$ cat src/rtl/usi_dma_arb_pkg.sv
// Shared definitions for the USI DMA arbiter: FSM encoding, source index width, timeout default.
// Latency: none (definitions only).
// Backpressure: not applicable.
package usi_dma_arb_pkg;

    typedef enum logic [1:0] {
        ST_IDLE    = 2'd0,
        ST_GRANT   = 2'd1,
        ST_ACK     = 2'd2,
        ST_RELEASE = 2'd3
    } arb_state_t;

    localparam int SRC_W           = 3;
    localparam int TIMEOUT_CYC_DEF = 1024;

endpackage

$ cat src/rtl/usi_dma_rr_pick.sv
// Round-robin picker: first set bit of elig at or after ptr, wrapping modulo NUM_SRC.
// Latency: purely combinational.
// Backpressure: none; pick_vld is low when elig is empty.
module usi_dma_rr_pick
    import usi_dma_arb_pkg::*;
#(
    parameter int NUM_SRC = 6
) (
    input  logic [NUM_SRC-1:0] elig,
    input  logic [SRC_W-1:0]   ptr,
    output logic               pick_vld,
    output logic [SRC_W-1:0]   pick_idx
);

    // Scan offsets from farthest to nearest so the nearest eligible source wins.
    always_comb begin
        int                 idx;
        logic [SRC_W-1:0]   idx_s;
        pick_vld = 1'b0;
        pick_idx = '0;
        idx      = 0;
        idx_s    = '0;
        for (int off = NUM_SRC - 1; off >= 0; off--) begin
            idx = int'(ptr) + off;
            if (idx >= NUM_SRC) idx = idx - NUM_SRC;
            idx_s = SRC_W'(idx);
            if (elig[idx_s]) begin
                pick_vld = 1'b1;
                pick_idx = idx_s;
            end
        end
    end

endmodule

$ cat src/rtl/usi_dma_arb.sv
// Round-robin arbiter granting one DMA handshake channel among USI RX/TX sources; timeout under USI_DMA_ARB_TMO_EN.
// Latency: dma_req one cycle after an eligible request in IDLE; minimum four cycles per transfer.
// Backpressure: a grant holds until dma_ack (or timeout); the granted request must drop before re-arbitration.
module usi_dma_arb
    import usi_dma_arb_pkg::*;
#(
    parameter int NUM_USI     = 3,
    parameter int TIMEOUT_CYC = TIMEOUT_CYC_DEF
) (
    input  logic                   clk,
    input  logic                   rst_n,
    input  logic [NUM_USI-1:0]     usi_req_rx,
    input  logic [NUM_USI-1:0]     usi_req_tx,
    input  logic [2*NUM_USI-1:0]   src_en,
    output logic [NUM_USI-1:0]     usi_ack_rx,
    output logic [NUM_USI-1:0]     usi_ack_tx,
    output logic                   dma_req,
    output logic [SRC_W-1:0]       dma_src,
    input  logic                   dma_ack,
    output logic                   arb_busy,
    output logic                   arb_tmo_intr
);

    localparam int               NUM_SRC  = 2 * NUM_USI;
    localparam logic [SRC_W-1:0] LAST_SRC = SRC_W'(NUM_SRC - 1);

    arb_state_t         state, state_nxt;
    logic [SRC_W-1:0]   ptr, ptr_nxt, src_nxt, pick_idx;
    logic [NUM_SRC-1:0] req_vec, elig, ack_vec, ack_nxt;
    logic               req_nxt, busy_nxt, pick_vld;

    // Sources interleave as RX of USI i at 2*i, TX at 2*i+1.
    always_comb begin
        req_vec    = '0;
        usi_ack_rx = '0;
        usi_ack_tx = '0;
        for (int i = 0; i < NUM_USI; i++) begin
            req_vec[2*i]   = usi_req_rx[i];
            req_vec[2*i+1] = usi_req_tx[i];
            usi_ack_rx[i]  = ack_vec[2*i];
            usi_ack_tx[i]  = ack_vec[2*i+1];
        end
    end

    assign elig = req_vec & src_en;

    usi_dma_rr_pick #(.NUM_SRC(NUM_SRC)) u_pick (
        .elig     (elig),
        .ptr      (ptr),
        .pick_vld (pick_vld),
        .pick_idx (pick_idx)
    );

`ifdef USI_DMA_ARB_TMO_EN
    localparam logic [15:0] TMO_LAST = 16'(TIMEOUT_CYC - 1);
    logic [15:0] tmo_cnt, tmo_cnt_nxt;
    logic        tmo_q, tmo_nxt;

    assign arb_tmo_intr = tmo_q;

    always_ff @(posedge clk or negedge rst_n) begin
        if (!rst_n) begin
            tmo_cnt <= '0;
            tmo_q   <= 1'b0;
        end else begin
            tmo_cnt <= tmo_cnt_nxt;
            tmo_q   <= tmo_nxt;
        end
    end
`else
    assign arb_tmo_intr = 1'b0;
`endif

    always_comb begin
        state_nxt = state;
        ptr_nxt   = ptr;
        req_nxt   = dma_req;
        src_nxt   = dma_src;
        ack_nxt   = '0;
`ifdef USI_DMA_ARB_TMO_EN
        tmo_cnt_nxt = tmo_cnt;
        tmo_nxt     = 1'b0;
`endif
        unique case (state)
            ST_IDLE: begin
                if (pick_vld) begin
                    state_nxt = ST_GRANT;
                    req_nxt   = 1'b1;
                    src_nxt   = pick_idx;
                    ptr_nxt   = (pick_idx == LAST_SRC) ? '0 : pick_idx + 1'b1;
`ifdef USI_DMA_ARB_TMO_EN
                    tmo_cnt_nxt = '0;
`endif
                end
            end
            ST_GRANT: begin
                // dma_ack is checked first so it beats a coincident timeout.
                if (dma_ack) begin
                    state_nxt        = ST_ACK;
                    req_nxt          = 1'b0;
                    ack_nxt[dma_src] = 1'b1;
                end
`ifdef USI_DMA_ARB_TMO_EN
                else if (tmo_cnt == TMO_LAST) begin
                    state_nxt = ST_RELEASE;
                    req_nxt   = 1'b0;
                    tmo_nxt   = 1'b1;
                end else begin
                    tmo_cnt_nxt = tmo_cnt + 16'd1;
                end
`endif
            end
            ST_ACK:     state_nxt = ST_RELEASE;
            // Hold off re-arbitration until the served source drops its level request.
            ST_RELEASE: if (!req_vec[dma_src]) state_nxt = ST_IDLE;
        endcase
        busy_nxt = (state_nxt != ST_IDLE);
    end

    always_ff @(posedge clk or negedge rst_n) begin
        if (!rst_n) begin
            state    <= ST_IDLE;
            ptr      <= '0;
            dma_req  <= 1'b0;
            dma_src  <= '0;
            ack_vec  <= '0;
            arb_busy <= 1'b0;
        end else begin
            state    <= state_nxt;
            ptr      <= ptr_nxt;
            dma_req  <= req_nxt;
            dma_src  <= src_nxt;
            ack_vec  <= ack_nxt;
            arb_busy <= busy_nxt;
        end
    end

endmodule
$ cat config.mk
export PLATFORM = sky130hd
export DESIGN_NAME = usi_dma_arb
export DESIGN_NICKNAME = d
export VERILOG_FILES = /design/src/rtl/usi_dma_arb_pkg.sv /design/src/rtl/usi_dma_rr_pick.sv /design/src/rtl/usi_dma_arb.sv
export SDC_FILE = /design/constraint.sdc
export NUM_CORES = 1
export LEC_CHECK = 0
export BUFFER_PORTS_ARGS = -buffer_cell sky130_fd_sc_hd__buf_2
export CORE_AREA = 2 2 55 57
export CTS_BUF_LIST = sky130_fd_sc_hd__clkbuf_8
export DETAILED_ROUTE_END_ITERATION = 6
export DIE_AREA = 0 0 57 59
export PLACE_DENSITY = 0.86
export SETUP_SLACK_MARGIN = 0.05
export SYNTH_ARGS = -nofsm -noshare
export SYNTH_HDL_FRONTEND = slang
export SYNTH_SLANG_ARGS = --single-unit
$ cat constraint.sdc
create_clock -name clk -period 9.5 [get_ports clk]
set_clock_uncertainty 0.15 [all_clocks]
set_input_delay 1.9 -clock clk [delete_from_list [all_inputs] [get_ports clk]]
set_output_delay 1.9 -clock clk [all_outputs]
set_load 0.01 [all_outputs]
* Word-level counts from Yosys, hierarchy flattened *
Index checks and enable logic that the tools add are counted.

storage, ports and cells
  register bits = 16
  bits of input ports = 15
  output and inout port bits = 12
  word-level logic and storage cells = 89

operators by class
  $add $sub $neg = 12
  order comparisons = 14
  eq/ne operators = 6
  muxes and demuxes = 44
  bitwise operators = 1
  reductions and logical operators = 6

operators by type and width
  cell                                                               count
  2-to-1 mux 3 bit                                                   13
  less-than comparator 3 x 4 -> 1 bit, second input constant         7
  binary-select mux 1 bit (select 3 bit)                             7
  greater-or-equal comparator 4 x 3 -> 1 bit, second input constant  5
  2-to-1 mux 1 bit                                                   16
  subtractor 3 x 2 -> 3 bit, second input constant                   5
  2-to-1 mux 6 bit                                                   2
  adder 3 x 2 -> 4 bit, second input constant                        2
  adder 3 x 3 -> 4 bit, second input constant                        2
  case mux 2 bit (4 select lines)                                    1
  AND 6 bit                                                          1
  2-to-1 mux 2 bit                                                   3
  adder 3 x 1 -> 4 bit, second input constant                        1
  equality test 2 bit, second input constant                         2
  inequality test 2 bit, second input constant                       2
  nonzero test 2 bit                                                 2
  adder 3 x 1 -> 3 bit, second input constant                        1
  demux 1 bit (select 3 bit)                                         1
  equality test 3 bit, second input constant                         1
  greater-or-equal comparator 3 x 1 -> 1 bit, second input constant  1
  greater-or-equal comparator 3 bit, second input constant           1
  AND reduction 3 bit                                                1
  subtractor 3 bit, second input constant                            1
  equality test 2 x 1 -> 1 bit, second input constant                1
  4 further kinds                                                    4

* Depth between registers and ports, before layout *
Gate-level depths: netlist (run 1).

  depth after elaboration = 14
  mapped depth = 13
  depth with buffers taken out = 11

* Hierarchy *
From an unflattened synthesis (run 1), not the netlist that was laid out.

second synthesis, totals
  cell total of the unflattened synthesis = 174
  area total of the unflattened synthesis = 1565.3 um^2

modules (own cells, without submodules)
  module           instances  cells each  area each (um^2)  seq. area each (um^2)
  usi_dma_rr_pick  1          107         812.0             0.0
  usi_dma_arb      1          67          753.2             400.4

* Least setup slack after synthesis (run 1) *
No wires, ideal clock.

  path type = input-to-reg
  start = input port usi_req_rx[1]
  end = register ptr[1]
  library setup time = 0.082 ns
  arrival time = 3.893 ns
  data required time = 9.268 ns
  setup slack = 5.375 ns
  stages on the path = 9
  path buffers = 0
  cells stage by stage = and2_1 -> mux4_2 -> a311oi_1 -> and2_1 -> nor2_1 -> o311ai_4 -> a22oi_2 -> or3_1 -> a31oi_1

between the ends
  longest elaborated chain between the ends = 11
  elaborated cells on any way between the ends = 29
  classes of those cells = 1 x add/sub; 1 x eq/ne; 25 x mux; 1 x bitwise; 1 x reduce/logical

RTL lines
  item                                                         RTL line               source
  start, declared                                              usi_dma_arb.sv:12      input logic [NUM_USI-1:0] usi_req_rx,
  AND 6 bit *                                                  usi_dma_arb.sv:45      assign elig = req_vec & src_en;
  binary-select mux 1 bit (select 3 bit)                       usi_dma_rr_pick.sv:27  if (elig[idx_s]) begin
  2-to-1 mux 1 bit (not written as such)                       usi_dma_rr_pick.sv:27
  2-to-1 mux 3 bit (6 in series)                               usi_dma_rr_pick.sv:27
  adder 3 x 1 -> 3 bit or equality test 3 bit (tied branches)  usi_dma_arb.sv:90      ptr_nxt = (pick_idx == LAST_SRC) ? '0 : pick_idx + 1'b1;
  2-to-1 mux 3 bit                                             usi_dma_arb.sv:90
  end signal, assigned                                         usi_dma_arb.sv:130     ptr <= ptr_nxt;
  end, declared                                                usi_dma_arb.sv:28      logic [SRC_W-1:0] ptr, ptr_nxt, src_nxt, pick_idx;

Mark *: on every way between the ends. The rest lies on a longest branch, timed or not. The select of a mux whose other input is x is not followed.
A chain may end at the register's enable or synchronous reset.

* Final worst setup path (run 1) *
  start = input port usi_req_tx[1]
  end = register dma_src[2]

between the ends
  longest elaborated chain between the ends = 10
  elaborated cells on any way between the ends = 26
  classes of those cells = 24 x mux; 1 x bitwise; 1 x reduce/logical

RTL lines
  item                                    RTL line               source
  start, declared                         usi_dma_arb.sv:13      input logic [NUM_USI-1:0] usi_req_tx,
  AND 6 bit *                             usi_dma_arb.sv:45
  binary-select mux 1 bit (select 3 bit)  usi_dma_rr_pick.sv:27
  2-to-1 mux 1 bit (not written as such)  usi_dma_rr_pick.sv:27
  2-to-1 mux 1 bit (6 in series)          usi_dma_rr_pick.sv:27
  AND reduction 2 bit (no source line)    --
  end signal, assigned                    usi_dma_arb.sv:132     dma_src <= src_nxt;
  end, declared                           usi_dma_arb.sv:18      output logic [SRC_W-1:0] dma_src,

Marks and branches as above.

==> results of run 1 <==
==> layer usage <==
metal,GRT usage,share of wire
met1,0.3296,0.46
met2,0.4072,0.46
met3,0.04148,0.058
met4,0.07309,0.019
met5,0,0
==> how the worst min path moves through the flow <==
stage                         from             endpoint  cells after the start
2_1_floorplan  dma_req$_DFFE_PN0P_  dma_req$_DFFE_PN0P_                      1
4_1_cts        dma_req$_DFFE_PN0P_  dma_req$_DFFE_PN0P_                      1
3_5_place_dp   dma_req$_DFFE_PN0P_  dma_req$_DFFE_PN0P_                      1
6_report       dma_req$_DFFE_PN0P_  dma_req$_DFFE_PN0P_                      1
3_3_place_gp   dma_req$_DFFE_PN0P_  dma_req$_DFFE_PN0P_                      1
5_1_grt        dma_req$_DFFE_PN0P_  dma_req$_DFFE_PN0P_                      1
==> Yosys cell counts (all sizes together), types with 2 or more instances <==
cell and n:
clkbuf 2, o21a 2, dfrtp 16, nor4b 2, ha 8, o311ai 2
o211ai 2, nand3 14, nand2 19, and2 8, a21oi 5, xor2 3
buf 7, nand4 5, a21o 4, nand3b 7, o31ai 2, nor3 3
nand2b 2, nor2 15, inv 5, a311oi 2, mux4 2, xnor2 4
mux2 2, mux2i 7, nor2b 3, o21ai 14
==> critical path, cell delays in order <==
cell and delay (ps):
buf_2 110, nand3_1 190, nand3_1 200, o21ai_1 80, o32a_2 400, nand2_1 100
nor2_1 60, a311oi_1 940, mux2_2 420
==> state kept, by name (all words and copies together) (netlist names) <==
name      flops
ack_vec       6
dma_req       1
ptr           3
state         2
arb_busy      1
dma_src       3
==> metrics by stage <==
stage                     hold slack, ps  power, mW  setup slack, ps  cells
final                              371.9     0.7928             5079    239
after global routing               390.1     0.8572             4944    239
after CTS                          356.3     0.7834             5135    239
after detailed placement           332.3     0.7145             4897    235
after global placement             332.3     0.7055             4943    235
after floorplan                    367.8     0.6282             5375    188
==> logic make-up after synthesis <==
group,after synthesis
other,1
AO/OA/AOI/OAI,47
adder cells (fa/ha/maj),8
flip-flops,16
buffers and inverters,14
AND/OR/NAND/NOR,84
XOR/XNOR,7
multiplexers,11
==> power breakdown <==
group / leakage [nW] / internal, mW / switching (mW)
clock network: 0.0288 / 0.0367 / 0.0222
registers: 0.201 / 0.0940 / 0.0553
logic: 0.570 / 0.250 / 0.334
==> cell usage in the layout (no fill, tap or decap), types with 3 or more instances in the layout <==
| cell | n |
|---|---|
| o21ai_1 | 3 |
| and2_1 | 8 |
| dfrtp_1 | 16 |
| nand3_1 | 13 |
| o21ai_0 | 10 |
| ha_1 | 8 |
| a21oi_1 | 5 |
| buf_2 | 25 |
| mux2i_1 | 7 |
| a21o_1 | 3 |
| nand2_1 | 19 |
| nand3b_1 | 7 |
| nand4_1 | 5 |
| inv_1 | 4 |
| clkbuf_8 | 4 |
| xnor2_1 | 4 |
| nor3_1 | 3 |
| nor2_1 | 14 |
| xor2_1 | 3 |
==> final cells by class <==
| type | instances | share of cell area |
|---|---|---|
| Tap cell | 31 | 0.02188 |
| Inverter | 5 | 0.01341 |
| Timing Repair Buffer | 25 | 0.07057 |
| Sequential cell | 16 | 0.2258 |
| Clock buffer | 4 | 0.03105 |
| Multi-Input combinational cell | 158 | 0.6373 |
==> impl_metrics.yaml, run 1 <==
worst_setup_path:
  reg2reg_to: "dma_src[2]$_DFFE_PN0P_"
  crit_fanout: 11
  reg2reg_depth: 9
  startpoint: "usi_req_tx[1]"
  required_ps: 9480
  rrSetupSlack_ps: 5220
  critical_path_arrival_ps: 4400
  endpoint_kind: "flip-flop"
  cp-start-kind: "input pin"
  path_class: "input pin to flip-flop"
  crit_path_end: "dma_src[2]$_DFFE_PN0P_"
  r2r-start: "ptr[0]$_DFFE_PN0P_"
floorplanning:
  die-width_um: 57
  rows: 19
  dieArea_mm2: 0.003363
  boundaryPins: 27
  start_util: 0.6030
  core_area_mm2: 0.002710
  die_h_um: 59
finish:
  diodes: 0
  fin_util: 0.6542
  layout-drive-gt1-share: 0.2163
  nets: 232
  fin_area_mm2: 0.001773
  seqCellArea_um2: 400.4
  area_growth_pct: 8.499
  multi_input_comb_area_mm2: 0.001130
  nFillCells: 246
routing:
  drc_errors: 0
  dr.pass1.iters: 4
  routed_wl_um: 3932
  vias: 1532
  post_drt_wl_per_cell_um: 16.45
  viasPerCell: 6.410
  drt_iter0_drc: 58
  postRouteAntennaNets: 0
synth:
  synth.top_cells.by_area: "dfrtp_1, ha_1, nand2_1"
  ys_async_sr_fraction: 1.000
  synth_top_family_by_area: "simple AND/OR/NAND/NOR gates"
  netlist_area_mm2: 0.001634
  yosys-mux-area-fraction: 0.08423
  synthDominantCellAreaShare: 0.2450
  synth_edf_count: 0
  syn_area_per_cell_um2: 8.692
  synth.distinct_cells: 60
  synth_fa_ha_area_frac: 0.06126
  yosysTopAreaCell: "dfrtp_1"
  seq_area_frac_synth: 0.2450
  synth_xor_xnor_area_share: 0.03752
  yosys.area_share.simple: 0.2802
  ys_ff_latch: 16
  synthFlopType: "dfrtp_1"
  ys_warn_count: 0
  synth_compound_area_frac: 0.2259
  syn_inst: 188
  syn-num-nets: 211
global_routing:
  grt_pass1_vias: 1408
  grt-ovfl-total: 0
  grt_max_degree: 23
  antenna_found_initial: 0
  grt_use_total: 0.2445
  grt_pass1_wl_um: 6417
sta:
  max-slew-margin-rel: 0.1738
  fmax_mhz: 226.2
  finalSetupTns_ps: 0
  worstMarginPinSlew_ps: 1231
  finalSetupViolCount: 0
  drv_slew: 0
  period_needed_ps: 4421
  finalCritPeriodShare: 0.4654
  rsz0062_at_grt: "no"
  hold_viol_final: 0
clocking:
  cts_tree: "yes"
  cts-buffers-inserted: 3
  cts_sinks: 16
  htreeDepth: 1
  cts_buffer_depth: 2
  hold_buffers: 0
  cts_setup_buffers: 0
  clk_pin_slew_worst_paths_ps: 60
  clock_latency_ps: 250
  cts.repair.resized: 0
  cts_root_buf: "clkbuf_8"
pwr:
  peakVddDrop_v: 0.0003544
  total_leakage_power_nw: 0.7998
  power.density_mw_per_mm2: 447.1
worst_hold_path:
  hp-class: "flip-flop to flip-flop"
place:
  portBuffers: 25
  hpwl_um: 2954
  routabilityCongestion: 0.9442
  postPlaceCellArea_mm2: 0.001718
run:
  maxCapViolations: 0
status:
  status: "finished clean"
No activity file was read; power rests on OpenSTA's default activity.
==> run 2, diff against run 1 <==
Settings changed: CORE_AREA 2 2 55 57 to 2 2 56 58, DIE_AREA 0 0 57 59 to 0 0 58 60, PLACE_DENSITY 0.86 to 0.84.
Clock period 9.5 ns to 4.46 ns, I/O delays scaled along.
==> run 2 against run 1 <==
  * Count of clock-buffer cells in the layout unchanged
  * Via count down 2.0%
  * Design area up 0.99%
  * Hold slack worse by 37 ps
  * Global-route usage about the same
  * Sequential share of layout area down 0.22 points
==> impl_metrics.yaml, run 2 (synthesis results as in run 1) <==
clocking:
  cts_root_buf: "clkbuf_8"
  clock_latency_ps: 250
  cts_setup_buffers: 0
  cts.repair.resized: 0
  cts_tree: "yes"
  cts_buffer_depth: 2
  htreeDepth: 1
  clk_pin_slew_worst_paths_ps: 60
  hold_buffers: 0
  cts-buffers-inserted: 3
  cts_sinks: 16
floorplanning:
  rows: 20
  die-width_um: 58
  die_h_um: 60
  core_area_mm2: 0.002903
  start_util: 0.5629
  dieArea_mm2: 0.003480
  boundaryPins: 27
finish:
  regMostFlops: "ack_vec"
  layout-drive-gt1-share: 0.2238
  largest_reg_flops: 6
  area_growth_pct: 9.571
  nets: 234
  final_cell_mix: "buf_2, nand2_1, dfrtp_1"
  final_common_cell: "buf_2"
  top_regs: "ack_vec x6, dma_src x3, ptr x3"
  final_cell_count_no_fill: 243
  diodes: 0
routing:
  postRouteAntennaNets: 0
  viasPerCell: 6.177
  vias: 1501
  post_drt_wl_per_cell_um: 16.30
  drc_errors: 0
  routed_wl_um: 3960
  drt_iter0_drc: 119
  dr.pass1.iters: 4
pwr:
  power.density_mw_per_mm2: 949.4
  total_leakage_power_nw: 0.8097
  peakVddDrop_v: 0.0006710
sta:
  max-slew-margin-rel: 0.5030
  finalSetupTns_ps: 0
  hold_viol_final: 0
  finalSetupViolCount: 0
  rsz0062_at_grt: "no"
  worstMarginPinSlew_ps: 745.5
  period_needed_ps: 3883
  finalCritPeriodShare: 0.8706
  fmax_mhz: 257.5
  drv_slew: 0
global_routing:
  grt_max_degree: 23
  grt_pass1_vias: 1323
  antenna_found_initial: 0
  grt_use_total: 0.2441
  grt_pass1_wl_um: 6389
  grt-ovfl-total: 0
status:
  status: "finished clean"
worst_setup_path:
  crit_chain: "inv_6 > ha_1 > nor2_2 > o221ai_4 > mux2i_1 > mux4_2 > nor3_1 > a311oi_1 > buf_4 > mux2_2"
  critical_path_arrival_ps: 3860
  crit_buf_inv: 2
  slowest_delay_ps: 830
  rrSetupSlack_ps: 580
  required_ps: 4440
  path_delay_family: "multiplexers"
  path_class: "flip-flop to flip-flop"
  r2r-start: "ptr[0]$_DFFE_PN0P_"
  crit_path_top_delay_cell: "dfrtp_1"
  endpoint_kind: "flip-flop"
  crit_fanout: 22
  startpoint: "ptr[0]$_DFFE_PN0P_"
  cp-start-kind: "flip-flop"
worst_hold_path:
  hp-start: "dma_req$_DFFE_PN0P_"
  hp-class: "flip-flop to flip-flop"
place:
  dp_cells: 239
  routabilityCongestion: 0.9631
  portBuffers: 25
  hpwl_um: 3078
run:
  maxCapViolations: 0
run 2: cell count changes in the layout (fill, tap and decap cells not counted), sizes merged:
| cell | change |
|---|---|
| buf | +2 |
run 2: worst register-to-register path, cell delays in order, from the launching register on:
cell	delay [ps]
dfrtp_1	830
inv_6	90
ha_1	650
nor2_2	130
o221ai_4	280
mux2i_1	230
mux4_2	270
nor3_1	60
a311oi_1	510
buf_4	250
mux2_2	330
run 2: power breakdown:
part           leakage, nW  internal, mW  total, mW  switching [mW]
Sequential           0.201         0.200      0.294          0.0938
Combinational        0.580         0.548       1.28           0.733
Clock               0.0288        0.0782      0.124          0.0462
Total                0.810         0.827       1.70           0.873
run 2: through the flow:
step | cell area [µm²] | total power [mW] | utilization | setup WS, ps | hold WS (ps)
global route | 1790 | 1.839 | 0.6168 | 291.2 | 348.9
detailed placement | 1735 | 1.548 | 0.5978 | 617.8 | 316.6
global placement | 1735 | 1.527 | 0.5978 | 708.0 | 329.6
finish | 1790 | 1.700 | 0.6168 | 577.2 | 335.0
floorplan | 1634 | 1.338 | - | 1283 | 367.8
CTS | 1790 | 1.683 | 0.6168 | 608.8 | 336.5
run 2: area by class of cell:
class / count / area, µm²
clock buffer: 4 / 55.05
fill: 253 / 1112
inverter: 5 / 23.77
multi-input combinational: 158 / 1130
sequential: 16 / 400.4
tap: 33 / 41.29
timing repair buffer: 27 / 140.1
run 2: worst paths after layout:
check	to	cells after the start
setup reg to reg	dma_src[1]$_DFFE_PN0P_	10
min in group asynchronous	ack_vec[5]$_DFF_PN0_	1
hold reg to reg	dma_req$_DFFE_PN0P_	1
hold / removal	dma_req$_DFFE_PN0P_	1
setup / recovery	dma_src[1]$_DFFE_PN0P_	10
max in group asynchronous	ptr[2]$_DFFE_PN0P_	1
run 2: metal layers:
metal / vias up / GRT usage / share of wire
met5: - / 0 / 0
met2: 47 / 0.3880 / 0.47
met3: 10 / 0.004329 / 0.030
li1: 750 / - / -
met4: 0 / 0.1163 / 0.030
met1: 694 / 0.3474 / 0.47
